==> src/rtl/float_to_integer_pipe.sv <==
// Three-stage pipelined binary32 to signed INT_WIDTH-bit integer converter.
// Stages are unpack, align, then round/pack, sharing one stall signal.
module float_to_integer_pipe #(
  parameter int unsigned INT_WIDTH = 32
) (
  input  logic                 clk,
  input  logic                 clrn,
  input  logic                 in_valid,
  output logic                 in_ready,
  input  logic [31:0]          a,
  input  logic [1:0]           rm,
  output logic                 out_valid,
  input  logic                 out_ready,
  output logic [INT_WIDTH-1:0] d,
  output logic                 p_lost,
  output logic                 denorm,
  output logic                 invalid
);

  localparam int unsigned MW = INT_WIDTH + 1;
  localparam int unsigned EW = MW + 23;
  localparam logic [MW-1:0]        MaxPosMag = {2'b00, {(INT_WIDTH-1){1'b1}}};
  localparam logic [MW-1:0]        MaxNegMag = {2'b01, {(INT_WIDTH-1){1'b0}}};
  localparam logic [INT_WIDTH-1:0] MinInt    = {1'b1, {(INT_WIDTH-1){1'b0}}};

  logic advance;
  assign advance  = !out_valid || out_ready;
  assign in_ready = advance;

  // S1: unpack
  logic              v1_q, sign1_q, zero1_q, den1_q, spec1_q;
  logic [1:0]        rm1_q;
  logic signed [9:0] exp1_q, exp1_d;
  logic [23:0]       sig1_q, sig1_d;
  logic              zero1_d, den1_d, spec1_d;

  always_comb begin
    exp1_d  = $signed({2'b00, a[30:23]}) - 10'sd127;
    sig1_d  = {a[30:23] != 8'd0, a[22:0]};
    zero1_d = (a[30:23] == 8'd0) && (a[22:0] == 23'd0);
    den1_d  = (a[30:23] == 8'd0) && (a[22:0] != 23'd0);
    spec1_d = (a[30:23] == 8'hff);
  end

  always_ff @(posedge clk or negedge clrn) begin
    if (!clrn) begin
      v1_q    <= 1'b0;
      sign1_q <= 1'b0;
      zero1_q <= 1'b0;
      den1_q  <= 1'b0;
      spec1_q <= 1'b0;
      rm1_q   <= 2'b00;
      exp1_q  <= '0;
      sig1_q  <= '0;
    end else if (advance) begin
      v1_q <= in_valid;
      if (in_valid) begin
        sign1_q <= a[31];
        zero1_q <= zero1_d;
        den1_q  <= den1_d;
        spec1_q <= spec1_d;
        rm1_q   <= rm;
        exp1_q  <= exp1_d;
        sig1_q  <= sig1_d;
      end
    end
  end

  // S2: align so the binary point sits just below bit 0 of the magnitude
  logic          v2_q, sign2_q, guard2_q, sticky2_q, inv2_q, den2_q;
  logic [1:0]    rm2_q;
  logic [MW-1:0] mag2_q, mag2_d;
  logic          guard2_d, sticky2_d, inv2_d;
  logic [EW-1:0] shifted;

  always_comb begin
    shifted   = EW'(sig1_q) << exp1_q[6:0];
    mag2_d    = '0;
    guard2_d  = 1'b0;
    sticky2_d = 1'b0;
    inv2_d    = 1'b0;
    if (spec1_q) begin
      inv2_d = 1'b1;
    end else if (zero1_q) begin
      inv2_d = 1'b0;
    end else if (den1_q) begin
      // Nonzero but far below one half: only the sticky bit survives.
      sticky2_d = 1'b1;
    end else if (exp1_q >= $signed(10'(INT_WIDTH))) begin
      inv2_d = 1'b1;
    end else if (exp1_q == -10'sd1) begin
      guard2_d  = 1'b1;
      sticky2_d = |sig1_q[22:0];
    end else if (exp1_q < -10'sd1) begin
      sticky2_d = 1'b1;
    end else begin
      mag2_d    = shifted[EW-1:23];
      guard2_d  = shifted[22];
      sticky2_d = |shifted[21:0];
    end
  end

  always_ff @(posedge clk or negedge clrn) begin
    if (!clrn) begin
      v2_q      <= 1'b0;
      sign2_q   <= 1'b0;
      guard2_q  <= 1'b0;
      sticky2_q <= 1'b0;
      inv2_q    <= 1'b0;
      den2_q    <= 1'b0;
      rm2_q     <= 2'b00;
      mag2_q    <= '0;
    end else if (advance) begin
      v2_q <= v1_q;
      if (v1_q) begin
        sign2_q   <= sign1_q;
        guard2_q  <= guard2_d;
        sticky2_q <= sticky2_d;
        inv2_q    <= inv2_d;
        den2_q    <= den1_q;
        rm2_q     <= rm1_q;
        mag2_q    <= mag2_d;
      end
    end
  end

  // S3: round, range check, negate
  logic                 inc, ovf, inv3;
  logic [MW-1:0]        mag_r;
  logic [INT_WIDTH-1:0] res, d_d;
  logic                 p_lost_d;

  always_comb begin
    inc = 1'b0;
    case (rm2_q)
      2'b00:   inc = guard2_q && (sticky2_q || mag2_q[0]);
      2'b01:   inc = sign2_q && (guard2_q || sticky2_q);
      2'b10:   inc = !sign2_q && (guard2_q || sticky2_q);
      default: inc = 1'b0;
    endcase
    mag_r    = mag2_q + MW'(inc);
    ovf      = sign2_q ? (mag_r > MaxNegMag) : (mag_r > MaxPosMag);
    inv3     = inv2_q || ovf;
    res      = sign2_q ? -mag_r[INT_WIDTH-1:0] : mag_r[INT_WIDTH-1:0];
    d_d      = inv3 ? MinInt : res;
    p_lost_d = !inv3 && (guard2_q || sticky2_q);
  end

  always_ff @(posedge clk or negedge clrn) begin
    if (!clrn) begin
      out_valid <= 1'b0;
      d         <= '0;
      p_lost    <= 1'b0;
      denorm    <= 1'b0;
      invalid   <= 1'b0;
    end else if (advance) begin
      out_valid <= v2_q;
      if (v2_q) begin
        d       <= d_d;
        p_lost  <= p_lost_d;
        denorm  <= den2_q;
        invalid <= inv3;
      end
    end
  end

endmodule

==> config.mk <==
export PLATFORM = sky130hd
export DESIGN_NAME = float_to_integer_pipe
export DESIGN_NICKNAME = d
export VERILOG_FILES = /design/src/rtl/float_to_integer_pipe.sv
export SDC_FILE = /design/constraint.sdc
export NUM_CORES = 1
export LEC_CHECK = 0
export CORE_MARGIN = 2
export CORE_UTILIZATION = 50
export CTS_CLUSTER_DIAMETER = 50
export CTS_CLUSTER_SIZE = 20
export DETAILED_ROUTE_END_ITERATION = 10
export PLACE_DENSITY = 0.74
export SLEW_MARGIN = 15
export SYNTH_ARGS = -nofsm -noshare
export SYNTH_HDL_FRONTEND = slang
export SYNTH_SLANG_ARGS = --single-unit
==> constraint.sdc <==
create_clock -name clk -period 4.78 [get_ports clk]
set_input_delay 0.478 -clock clk [delete_from_list [all_inputs] [get_ports clk]]
set_output_delay 0.478 -clock clk [all_outputs]
set_load 0.005 [all_outputs]
== Yosys cells after proc, flatten, opt, wreduce, memory -nomap -nowiden ==
Cells that the tools add are included.
Cells by class
  order comparisons: 4
  eq/ne operators: 4
  mux-type cells: 26
  add/sub/neg operators: 3
  reduce and logical (&&, ||, !) cells: 23
  shift-type cells: 1
Operators by type and width (number)
  $mux 33: 6
  $mux 32: 2
  $shl 24x7->56: 1
  $add 33x1->33: 1
  $gt 33x31->1 const B: 1
  $gt 33x32->1 const B: 1
  $neg 32->32: 1
  $logic_not 23->1: 1
  $reduce_bool 23->1: 1
  $reduce_or 23->1: 1
  $reduce_or 22->1: 1
  $mux 1: 17
  $eq 10x1->1 const B: 1
  $ge 10x7->1 const B: 1
  $lt 10x1->1 const B: 1
  $sub 8x7->9 const B: 1
  $eq 8x8->1 const B: 1
  $logic_not 8->1: 1
  $reduce_bool 8->1: 1
  $logic_and 1x1->1: 6
  $reduce_and 2->1: 3
  $logic_or 1x1->1: 4
  $logic_not 1->1: 3
  $pmux 1 s3: 1
  3 further kinds: 3
Storage, ports and cells
  logic and storage cells: 82
  output and inout port bits: 37
  register bits after elaboration: 118
  input port bits: 38

== Longest topological paths before layout ==
Gate-level depths: netlist (run 1).
  depth in word-level cells: 9
  depth in mapped cells: 19
  gate-level depth less buffers: 15

== Worst setup path before layout (run 1) ==
No wires, ideal clock.
  path kind: register to register
  start: reg sign2_q
  end: reg d[23]
  path buffers: 4
  cell stages (with the launch flop): 18
  library setup time: 121 ps
  data required time: 4659 ps
  path slack: 1204 ps
  data arrival time: 3455 ps
  period minus slack after synthesis: 3576 ps
  path through: dfrtp_1 clkbuf_1 xor2_1 nand3_1 a21oi_1 ha_1 ha_1 buf_2 nand3_2 nor4_1 xor2_1 o211ai_1 nor4_1 nand4_1 o211a_1 buf_6 buf_6 a22o_1
On the way
  cells in the longest elaborated chain, start to end: 8
  elaborated cells on any way between the ends: 12
  classes of those cells: 2 x add/sub; 2 x order compare; 4 x mux; 4 x reduce/logical
RTL lines
  from (decl): line 70  | logic v2_q, sign2_q, guard2_q, sticky2_q, inv2_q, den2_q;
  from (signal assigned): line 116  | sign2_q <= sign1_q;
  $logic_not 1->1: line 138  | 2'b10: inc = !sign2_q && (guard2_q || sticky2_q);
  $logic_and 1x1->1: line 138
  $pmux 1 s3: line 135  | case (rm2_q)
  $add 33x1->33: line 141  | mag_r = mag2_q + MW'(inc);
  $gt 33x31->1 or $gt 33x32->1 (tied branches): line 142  | ovf = sign2_q ? (mag_r > MaxNegMag) : (mag_r > MaxPosMag);
  $mux 1: line 142
  $logic_or 1x1->1: line 143  | inv3 = inv2_q || ovf;
  $mux 32 *: line 145  | d_d = inv3 ? MinInt : res;
  to (signal assigned): line 152  | d <= '0;
  to (signal assigned): line 159  | d <= d_d;
  to (decl): line 14  | output logic [INT_WIDTH-1:0] d,
Every way passes the cells marked *; elsewhere a longest branch is shown, timed or not.
A chain may end at the register's enable or synchronous reset.

== Worst setup path after layout (run 1) ==
  start: reg rm2_q[0]
  end: reg d[1]
On the way
  cells in the longest elaborated chain, start to end: 7
  elaborated cells on any way between the ends: 12
  classes of those cells: 2 x add/sub; 2 x order compare; 2 x eq/ne; 4 x mux; 2 x reduce/logical
RTL lines
  from (decl): line 71  | logic [1:0] rm2_q;
  from (signal assigned): line 121  | rm2_q <= rm1_q;
  $eq 2x2->1 (tied with other cells): line 135
  $pmux 1 s3 *: line 135
  $add 33x1->33 *: line 141
  $gt 33x31->1 or $gt 33x32->1 (tied branches): line 142
  $mux 1: line 142
  $logic_or 1x1->1: line 143
  $mux 32 *: line 145
Marks and branches as above.

==> flow_results.org, run 1 <==
** Status
- Run status :: complete, no violations

** Power
- Net switching is around two fifths of the power.
- The clock network burns a little under a quarter of the power.
- Max rail drop VDD :: roughly 0.00033 V
- LEAKAGE :: about 4 nW
- Sequential share of power :: ~29%
- P per Cell Area :: around 590 mW/mm^2
- Psw :: ~2.3 mW
- The internal portion of the total power is ~3.4 mW.
- Overall power consumption after layout is estimated at about 5.6 mW.
- Combinational logic is responsible for approximately 48% of the overall power.

** Timing
- Hold slack :: 0.190 ns
- The routed design could run at a clock period as short as between 4 and 5 ns.
- Timing would allow up to between 0.2 and 0.25 GHz.
- At the pin with the least slew margin, the transition time is a little under 1 ns.
- Final hold violation count :: 0
- Setup total negative slack on the finished layout was measured at 0 ns.
- Worst Setup Slack, final :: between 0.4 and 0.5 ns
- Unrepaired setup endpoints after global routing :: no
- In the finished design, the share of the clock period the worst path needs comes to about 90%.
- Number of max-slew violations in the final report :: 0
- Setup Viol. Count Final :: 0
- For the final database, setup skew stands at about 0.0092 ns.
- Worst relative slew slack :: a little over a third

** Floorplan
- The core region is roughly 0.016 sq mm.
- The initial utilization of the core area, before any placement, comes to 51.3%.
- Number of ports placed on the die boundary :: 75
- Overall die height :: 132 microns
- The die covers between 0.015 and 0.02 sq mm.
- Measured along the x axis, the die boundary spans between 100 and 150 microns.
- In this run the core area contains 46 standard-cell rows.

** Setup path
- STA puts the critical path data arrival time at 4.67 ns.
- Cell Chain, Critical Path :: inv_1 -> ha_1 -> xor2_1 -> nand3_1 -> a21oi_1 -> ha_1 -> ha_1 -> and3_1 -> nand3_1 -> buf_4 -> nor3_2 -> mux2_2 -> nand4b_1 -> nor4_1 -> o211a_1 -> buf_4 -> a22o_1
- Element type at the critical path start :: register
- R2R cell count :: 17
- Counting stages on the worst path, the most repeated cell is sky130_fd_sc_hd__ha_1.
- In this run the worst path has a maximum fanout of 34.
- By startpoint and endpoint, the worst setup path is classified as register to register.
- In this design, the stage delay of the slowest critical-path cell is around 0.41 ns.
- Among all stages on the critical path, the largest delay is contributed by sky130_fd_sc_hd__ha_1.
- STA classifies the critical path endpoint as a register.
- Data required, critical path :: 5.14 ns

** Clock tree
- PostCTS Resize Cnt :: 0
- Root Driver :: sky130_fd_sc_hd__clkbuf_16
- TritonCTS Buffers :: 17
- Number of post-CTS setup repair buffers :: 0
- For the worst-skew pair, the clock arrives at the later sink with an insertion delay of 0.43 ns.
- Clock-pin slew was measured on the worst setup and hold paths at ~0.060 ns.
- Clock Tree Buf Depth :: 2
- TritonCTS built the clock tree.
- After clock tree synthesis, the flow added hold-fix buffers numbering 0.
- For this design, the sink count on the clock tree is ~120.
- Maximum level of the CTS H-tree :: 4

** Logic synthesis
- Number of distinct library cells after synthesis :: 72
- Flop and latch count out of synthesis :: approximately 120
- In this run, synthesis inferred 0 flip-flops with an integrated enable.
- For this run, the number of Yosys warnings is 0.
- Ys flop type :: sky130_fd_sc_hd__dfrtp_1
- Syn nets :: around 920
- Proportion of synthesized flip-flops having asynchronous set or reset :: between 90% and 100%
- In this run the biggest area consumer among cell types represents ~36% of the synthesized area.
- Cell type with the highest aggregate area in the netlist :: sky130_fd_sc_hd__dfrtp_1
- Summed instance area of the synthesized netlist :: 0.00815 sq mm
- Dominant cells by area after synthesis :: sky130_fd_sc_hd__dfrtp_1 (36%), sky130_fd_sc_hd__mux2_2 (6.5%), sky130_fd_sc_hd__nand2_1 (4.6%)
- Synthesis produced roughly 880 cells.
- Register area share after synthesis :: between 30% and 40%
- Post-synthesis average cell area :: just over 9 sq um

** Cells and area
- The sequential cells in the finished layout cover a total of 0.00293 sq mm.
- ANT cells :: 0
- Relative to the synthesized area, the layout overhead comes to 17.0%.
- After the last flow step, the layout net total stands at 963.
- Of the cells placed in the final design, the portion with a size suffix greater than 1 is around 14%.
- Commonest non-fill, non-tap cell in the layout :: sky130_fd_sc_hd__dfrtp_1
- Measured on the finished design, the core utilization comes to between 60% and 70%.
- Summing all multi-input logic gate instances after layout gives ~0.0048 sq mm.
- In the layout the commonest cells are sky130_fd_sc_hd__dfrtp_1 (117), sky130_fd_sc_hd__nand2_1 (99), sky130_fd_sc_hd__clkdlybuf4s50_1 (73).
- Fill cells in the final layout number between 1,000 and 1,500.

** Route
- Pre-antenna DRT Iters :: 5
- After detailed routing, the number of remaining DRC violations is 0.
- After the first detailed-routing iteration, the DRC count stood at about 450.
- Wirelength, routed :: 20.7 mm
- Via total after detailed routing :: ~6,900
- Dividing the detail-routed wire length by the instance count gives around 18 microns.
- The detail route stage leaves a number of antenna-violating nets equal to 0.
- After detailed routing, the number of vias per cell comes to 6.01.

** Hold path
- The path class of the tightest hold or removal check is primary input to async pin.

** Placement
- Total of buffers placed on input and output ports :: 74
- The congestion estimate from routability-driven global placement came to about 1.
- At the placement stage, the worst setup path has a slack of between 0.4 and 0.5 ns.
- Detailed placement finished with a half-perimeter wire length of approximately 15 mm.

** Global routing
- Entering global routing, the biggest net connects between 70 and 80 pins.
- The number of antenna violations at the first check in global routing is 0.
- For this run the aggregate overflow at the end of global routing stands at 0.
- Global routing consumed, over all layers together, 25.1% of the routing resources.
- The number of global-route vias before repair was just under 7,000.
- Global-route wire length before repair :: 35.0 mm

** Flow run
- The tool flagged a number of max-cap violations equal to 0.
[registers in the layout, indices dropped and copies added, names as in the netlist, 2 cells and up]
register / cells
rm1_q: 2
sig1_q: 24
mag2_q: 33
rm2_q: 2
d: 32
exp1_q: 9
[cells in the mapped netlist, types with 3 or more instances]
library cell and n:
sky130_fd_sc_hd__buf_1 5, sky130_fd_sc_hd__a21boi_0 3, sky130_fd_sc_hd__o21a_1 3, sky130_fd_sc_hd__a31oi_1 7
sky130_fd_sc_hd__o21ai_0 69, sky130_fd_sc_hd__ha_1 10, sky130_fd_sc_hd__and4_1 5, sky130_fd_sc_hd__nand2_1 99
sky130_fd_sc_hd__nor4_1 26, sky130_fd_sc_hd__nor4b_1 4, sky130_fd_sc_hd__and3_1 6, sky130_fd_sc_hd__xor2_1 24
sky130_fd_sc_hd__o22ai_1 7, sky130_fd_sc_hd__or2_2 6, sky130_fd_sc_hd__a21o_1 3, sky130_fd_sc_hd__clkbuf_1 31
sky130_fd_sc_hd__buf_6 4, sky130_fd_sc_hd__mux2i_1 29, sky130_fd_sc_hd__nand3_1 33, sky130_fd_sc_hd__nor2b_1 5
sky130_fd_sc_hd__nor4_2 4, sky130_fd_sc_hd__inv_1 22, sky130_fd_sc_hd__nor2_1 43, sky130_fd_sc_hd__nand4_1 21
sky130_fd_sc_hd__mux4_2 15, sky130_fd_sc_hd__buf_2 24, sky130_fd_sc_hd__o211ai_1 4, sky130_fd_sc_hd__nand2b_1 3
sky130_fd_sc_hd__xnor2_1 41, sky130_fd_sc_hd__or3_1 8, sky130_fd_sc_hd__and2_1 7, sky130_fd_sc_hd__dfrtp_1 117
sky130_fd_sc_hd__o31ai_1 8, sky130_fd_sc_hd__a22o_1 42, sky130_fd_sc_hd__a21oi_1 25, sky130_fd_sc_hd__nor3_1 17
sky130_fd_sc_hd__mux2_2 47, sky130_fd_sc_hd__o221ai_1 3
[cell families (layout without fill, tap and decap cells)]
family | count (synthesis) | after routing | share of synthesized area [%]
compound gates | 196 | 196 | 16.3
xor+xnor | 65 | 65 | 6.98
fa+ha+maj | 10 | 10 | 1.53
buf+inv | 89 | 140 | 4.93
flops | 117 | 117 | 35.9
mux | 91 | 91 | 14.2
simple gates | 307 | 307 | 20.1
[path summary, 6_finish.rpt]
kind	start	end	slack [ns]
min reg2reg	exp1_q[0]	exp1_q[0]	0.48
max reg2reg	rm2_q[0]	d[1]	0.48
max	rm2_q[0]	d[1]	0.48
min in group clk	exp1_q[0]	exp1_q[0]	0.48
max in group asynchronous	clrn	d[30]	3.53
min	clrn	d[5]	0.19
[power by group through the flow]
stage / clock network (mW) / registers, mW / logic, mW
2_1_floorplan: 0 / 1.45 / 2.10
3_3_place_gp: 0 / 1.63 / 2.66
3_5_place_dp: 0 / 1.64 / 2.69
4_1_cts: 1.33 / 1.63 / 2.70
5_1_grt: 1.37 / 1.68 / 2.98
6_report: 1.31 / 1.63 / 2.69
[layout make-up]
cell class	instances	share of cell area, %
timing repair buffer	87	8.76
multi-input combinational	669	50.5
clock inverter	9	1.34
clock buffer	21	4.93
inverter	23	0.905
sequential	117	30.7
tap	216	2.83
[metal layers]
| layer | global-route usage (%) | share of wire (%) | vias up | routed length, microns |
|---|---|---|---|---|
| met5 | 0 | 0 | - | 0 |
| met4 | 10.5 | 3.2 | 0 | 671 |
| met3 | 4.59 | 4.3 | 45 | 896 |
| met2 | 41.6 | 49 | 216 | 10100 |
| met1 | 32.3 | 44 | 3275 | 9030 |
| li1 | - | - | 3322 | - |
[per-stage QoR]
step | instance area, sq um | std cells
after floorplan | 8150 | 875
after global placement | 8940 | 1112
after detailed placement | 8940 | 1112
after CTS | 9540 | 1142
after global routing | 9540 | 1142
final | 9540 | 1142
[worst max-delay path, delay by kind of cell, from the launching register on]
family / cells / cell delay [ns]
AOI/OAI and AO/OA: 3 / 0.64
xor gates and xnor gates: 1 / 0.14
adders and majority gates: 3 / 0.78
muxes: 1 / 0.22
DFF: 1 / 0.39
and+or+nand+nor: 6 / 1.43
buffers and inverters: 3 / 0.62
Note: power is estimated with default switching activity, not from simulation.
==> inputs of run 2 (changes only) <==
GPL_TIMING_DRIVEN = 0   (was not set)
SLEW_MARGIN = not set   (was 15)
==> run 2 against run 1 <==
Compared with the run above:
- critical path depth stayed put
- global-route usage grew 1.9 points
- highest routed layer unchanged
- worst hold slack got worse by 0.18 ns
- clock power about the same
- count of clock-buffer cells in the layout up 3
- register-to-register slack got worse by 0.24 ns
- first-iteration DRC count increased by 20%
- final cell count increased by 4.9%
- die area unchanged
- sequential cell count is the same
- maximum frequency fell by 5.2%
==> flow_results.org, run 2 (synthesis results as in run 1) <==
** Cells and area
- Register with the highest flop count :: mag2_q
- The number of antenna repair diodes was 0 (unchanged).
- Final net count :: 1,017 (+5.6%)
- The largest registers in the layout are mag2_q x33, d x32, sig1_q x24.
- The area occupied by registers was 0.00293 sq mm (unchanged).
- Top library cells by usage in the layout, fill and taps aside :: sky130_fd_sc_hd__dfrtp_1 (117), sky130_fd_sc_hd__nand2_1 (99), sky130_fd_sc_hd__clkdlybuf4s50_1 (73)
- From synthesis to final layout, the design area changed by 20.6%.
- Final Core Density :: 61.9% (+1.8 points)
- The flip-flop count of the largest register, all copies and words added is 33 (unchanged).
- The share of final-layout standard cells stronger than drive strength 1 is 15.4% (+1.4 points).
- Combined area of the multi-input logic cells :: 0.00483 sq mm (+0.21%)
- Commonest non-fill, non-tap cell in the layout :: sky130_fd_sc_hd__dfrtp_1
- The layout filler cell count was 1,405 (-0.85%).

** Setup path
- The data arrival time of the critical path is 4.90 ns (+0.23 ns).
- Worst setup path class :: register to register
- Peak fanout along the critical path :: 10 (-71%)
- The data required time at the worst endpoint came to 5.14 ns (about the same).
- STA classifies the critical path endpoint as a register.
- Element type at the critical path start :: register

** Timing
- Number of max-slew violations in the final report :: 0 (unchanged)
- Setup repair after global routing left no endpoint under its margin.
- The achievable frequency is 0.220 GHz (-5.2%).
- The worst-case clock skew was 0.00773 ns (-0.00148 ns).
- The final-report hold violation count is 0 (unchanged).
- The post-route fraction of the period consumed by the critical path came to 95.0% (+4.9 points).
- The headroom to the max-slew limit is 23.4% (-12 points).
- Slew at the pin with the worst max-slew slack :: 1.14 ns (+0.166 ns)
- Setup Viol. Count Final :: 0 (unchanged)
- Total Negative Setup Slacks :: 0 ns (unchanged)
- Final Critical Period :: 4.54 ns (+0.236 ns)

** Clock tree
- Clock Tree Buf Depth :: 2 (unchanged)
- CTS tree :: built
- The clock sink count is 117 (unchanged).
- The number of buffers created by CTS was 17 (unchanged).
- Clock tree synthesis selected as its root buffer the cell sky130_fd_sc_hd__clkbuf_16.
- Clock edge transition at the registers on the reported setup and hold paths :: 0.06 ns (about the same)
- The number of H-tree levels came to 4 (unchanged).
- Clk_lat worst skew :: 0.42 ns (about the same)
- The number of buffers inserted to repair setup after CTS came to 0 (unchanged).

** Placement
- HPWL after detailed placement :: 17.2 mm (+11%)
- Total of buffers placed on input and output ports :: 74 (unchanged)
- Final RePlAce weighted congestion :: 0.919 (-6.1%)

** Route
- The routed wire length was 22.5 mm (+8.5%).
- The number of remaining DRC errors is 0 (unchanged).
- Via/cell ratio :: 6.03 (+0.36%)
- The iteration-0 DRC count of the detailed router was 542 (+20%).
- Antenna-violating nets left :: 0 (unchanged)
- Pre-antenna DRT Iters :: 5 (unchanged)
- Routed length per instance :: 18.8 microns (+3.4%)
- Via total after detailed routing :: 7,220 (+5.3%)

** Global routing
- The wire length of the first global-routing pass came to 37.6 mm (+7.4%).
- The overall routing resource usage came to 27.0% (+1.9 points).
- Number of global-route vias before repair :: 7,153 (+5.9%)
- The pin count of the biggest net entering global routing came to 61 (-22%).
- Global-route congestion overflow total :: 0 (unchanged)
- Number of antenna violations at the first check in global routing :: 0 (unchanged)

** Power
- P per Cell Area :: 593 mW/mm^2 (+0.58%)
- The highest ir drop seen on vdd is 0.000268 V (-18%).
- Total power consumption of the routed design :: 5.83 mW (+3.6%)
- LEAKAGE :: 4.05 nW (+4.2%)

** Floorplan
- The site row count came to 46 (unchanged).
- Number of ports placed on the die boundary :: 75 (unchanged)
- The height of the die is 132 microns (unchanged).
- The die width was 132 microns (unchanged).
- Floorplan core area :: 0.0159 sq mm (unchanged)
- Initial cell density of the core :: 51.3% (unchanged)
- The area enclosed by the die boundary was 0.0173 sq mm (unchanged).

** Status
- Run status :: complete, no violations

** Flow run
- Max-Cap Viols :: 0 (unchanged)

** Hold path
- Hold crit path type :: primary input to async pin
run 2: cell count changes in the layout (fill, tap and decap cells not counted), sizes merged:
cell / change
clkbuf: +34
buf: +23
clkinvlp: -1
run 2: layer usage:
layer / vias to the layer above / track usage (%) / share of wire (%)
li1: 3426 / - / -
met1: 3480 / 34.1 / 43
met4: 0 / 14.1 / 4.4
met2: 245 / 44.3 / 49
met5: - / 0 / 0
met3: 69 / 4.86 / 4.4
run 2: path summary, 6_finish.rpt:
kind | endpoint | cells after the start | start | slack (ns)
max | d[11] | 17 | sign2_q | 0.24
max in group asynchronous | sig1_q[23] | 2 | clrn | 4.09
min reg2reg | d[24] | 1 | d[24] | 0.50
min in group clk | d[24] | 1 | d[24] | 0.50
min | d[6] | 1 | clrn | 0.007
max reg2reg | d[11] | 17 | sign2_q | 0.24
run 2: worst max-delay path, cell delays in order, from the launching register on:
cell	delay (ns)
sky130_fd_sc_hd__dfrtp_1	0.53
sky130_fd_sc_hd__clkbuf_4	0.33
sky130_fd_sc_hd__xor2_1	0.16
sky130_fd_sc_hd__nand3_1	0.10
sky130_fd_sc_hd__a21oi_2	0.27
sky130_fd_sc_hd__ha_1	0.20
sky130_fd_sc_hd__ha_1	0.14
sky130_fd_sc_hd__buf_2	0.22
sky130_fd_sc_hd__nand3_2	0.23
sky130_fd_sc_hd__nor4_2	0.44
sky130_fd_sc_hd__nand4_1	0.23
sky130_fd_sc_hd__a221oi_1	0.43
sky130_fd_sc_hd__nand4_2	0.23
sky130_fd_sc_hd__nor4_1	0.30
sky130_fd_sc_hd__o211a_1	0.20
sky130_fd_sc_hd__buf_6	0.17
sky130_fd_sc_hd__buf_6	0.15
sky130_fd_sc_hd__a22o_1	0.13
run 2: stage by stage:
step	cells	area (sq um)	hold WS, ns	setup WS [ns]
after floorplan	875	8150	0.182	1.20
after global placement	1165	9160	0.484	-1.18
after detailed placement	1166	9190	0.481	-0.195
after CTS	1198	9810	0.0366	0.0426
after global routing	1198	9830	0.0446	0.00225
final	1198	9830	0.00745	0.241
run 2: final cells by class:
| class | instances | area share [%] |
|---|---|---|
| buffer | 66 | 3.25 |
| clock buffer | 24 | 5.11 |
| clock inverter | 8 | 1.22 |
| inverter | 23 | 0.879 |
| multi-input combinational | 669 | 49.2 |
| sequential | 117 | 29.8 |
| tap | 216 | 2.75 |
| timing repair buffer | 75 | 7.83 |
run 2: power breakdown:
part | switching, mW | internal [mW] | total (mW)
combinational | 1.66 | 1.33 | 2.99
sequential | 0.249 | 1.26 | 1.51
clock | 0.447 | 0.885 | 1.33
run 2: what timing repair did:
action / CTS / global route
gates resized for setup: 1 / 4
hold buffers: 0 / 0
endpoints found under the hold margin: 0 / 0
setup endpoints to repair: 34 / 34
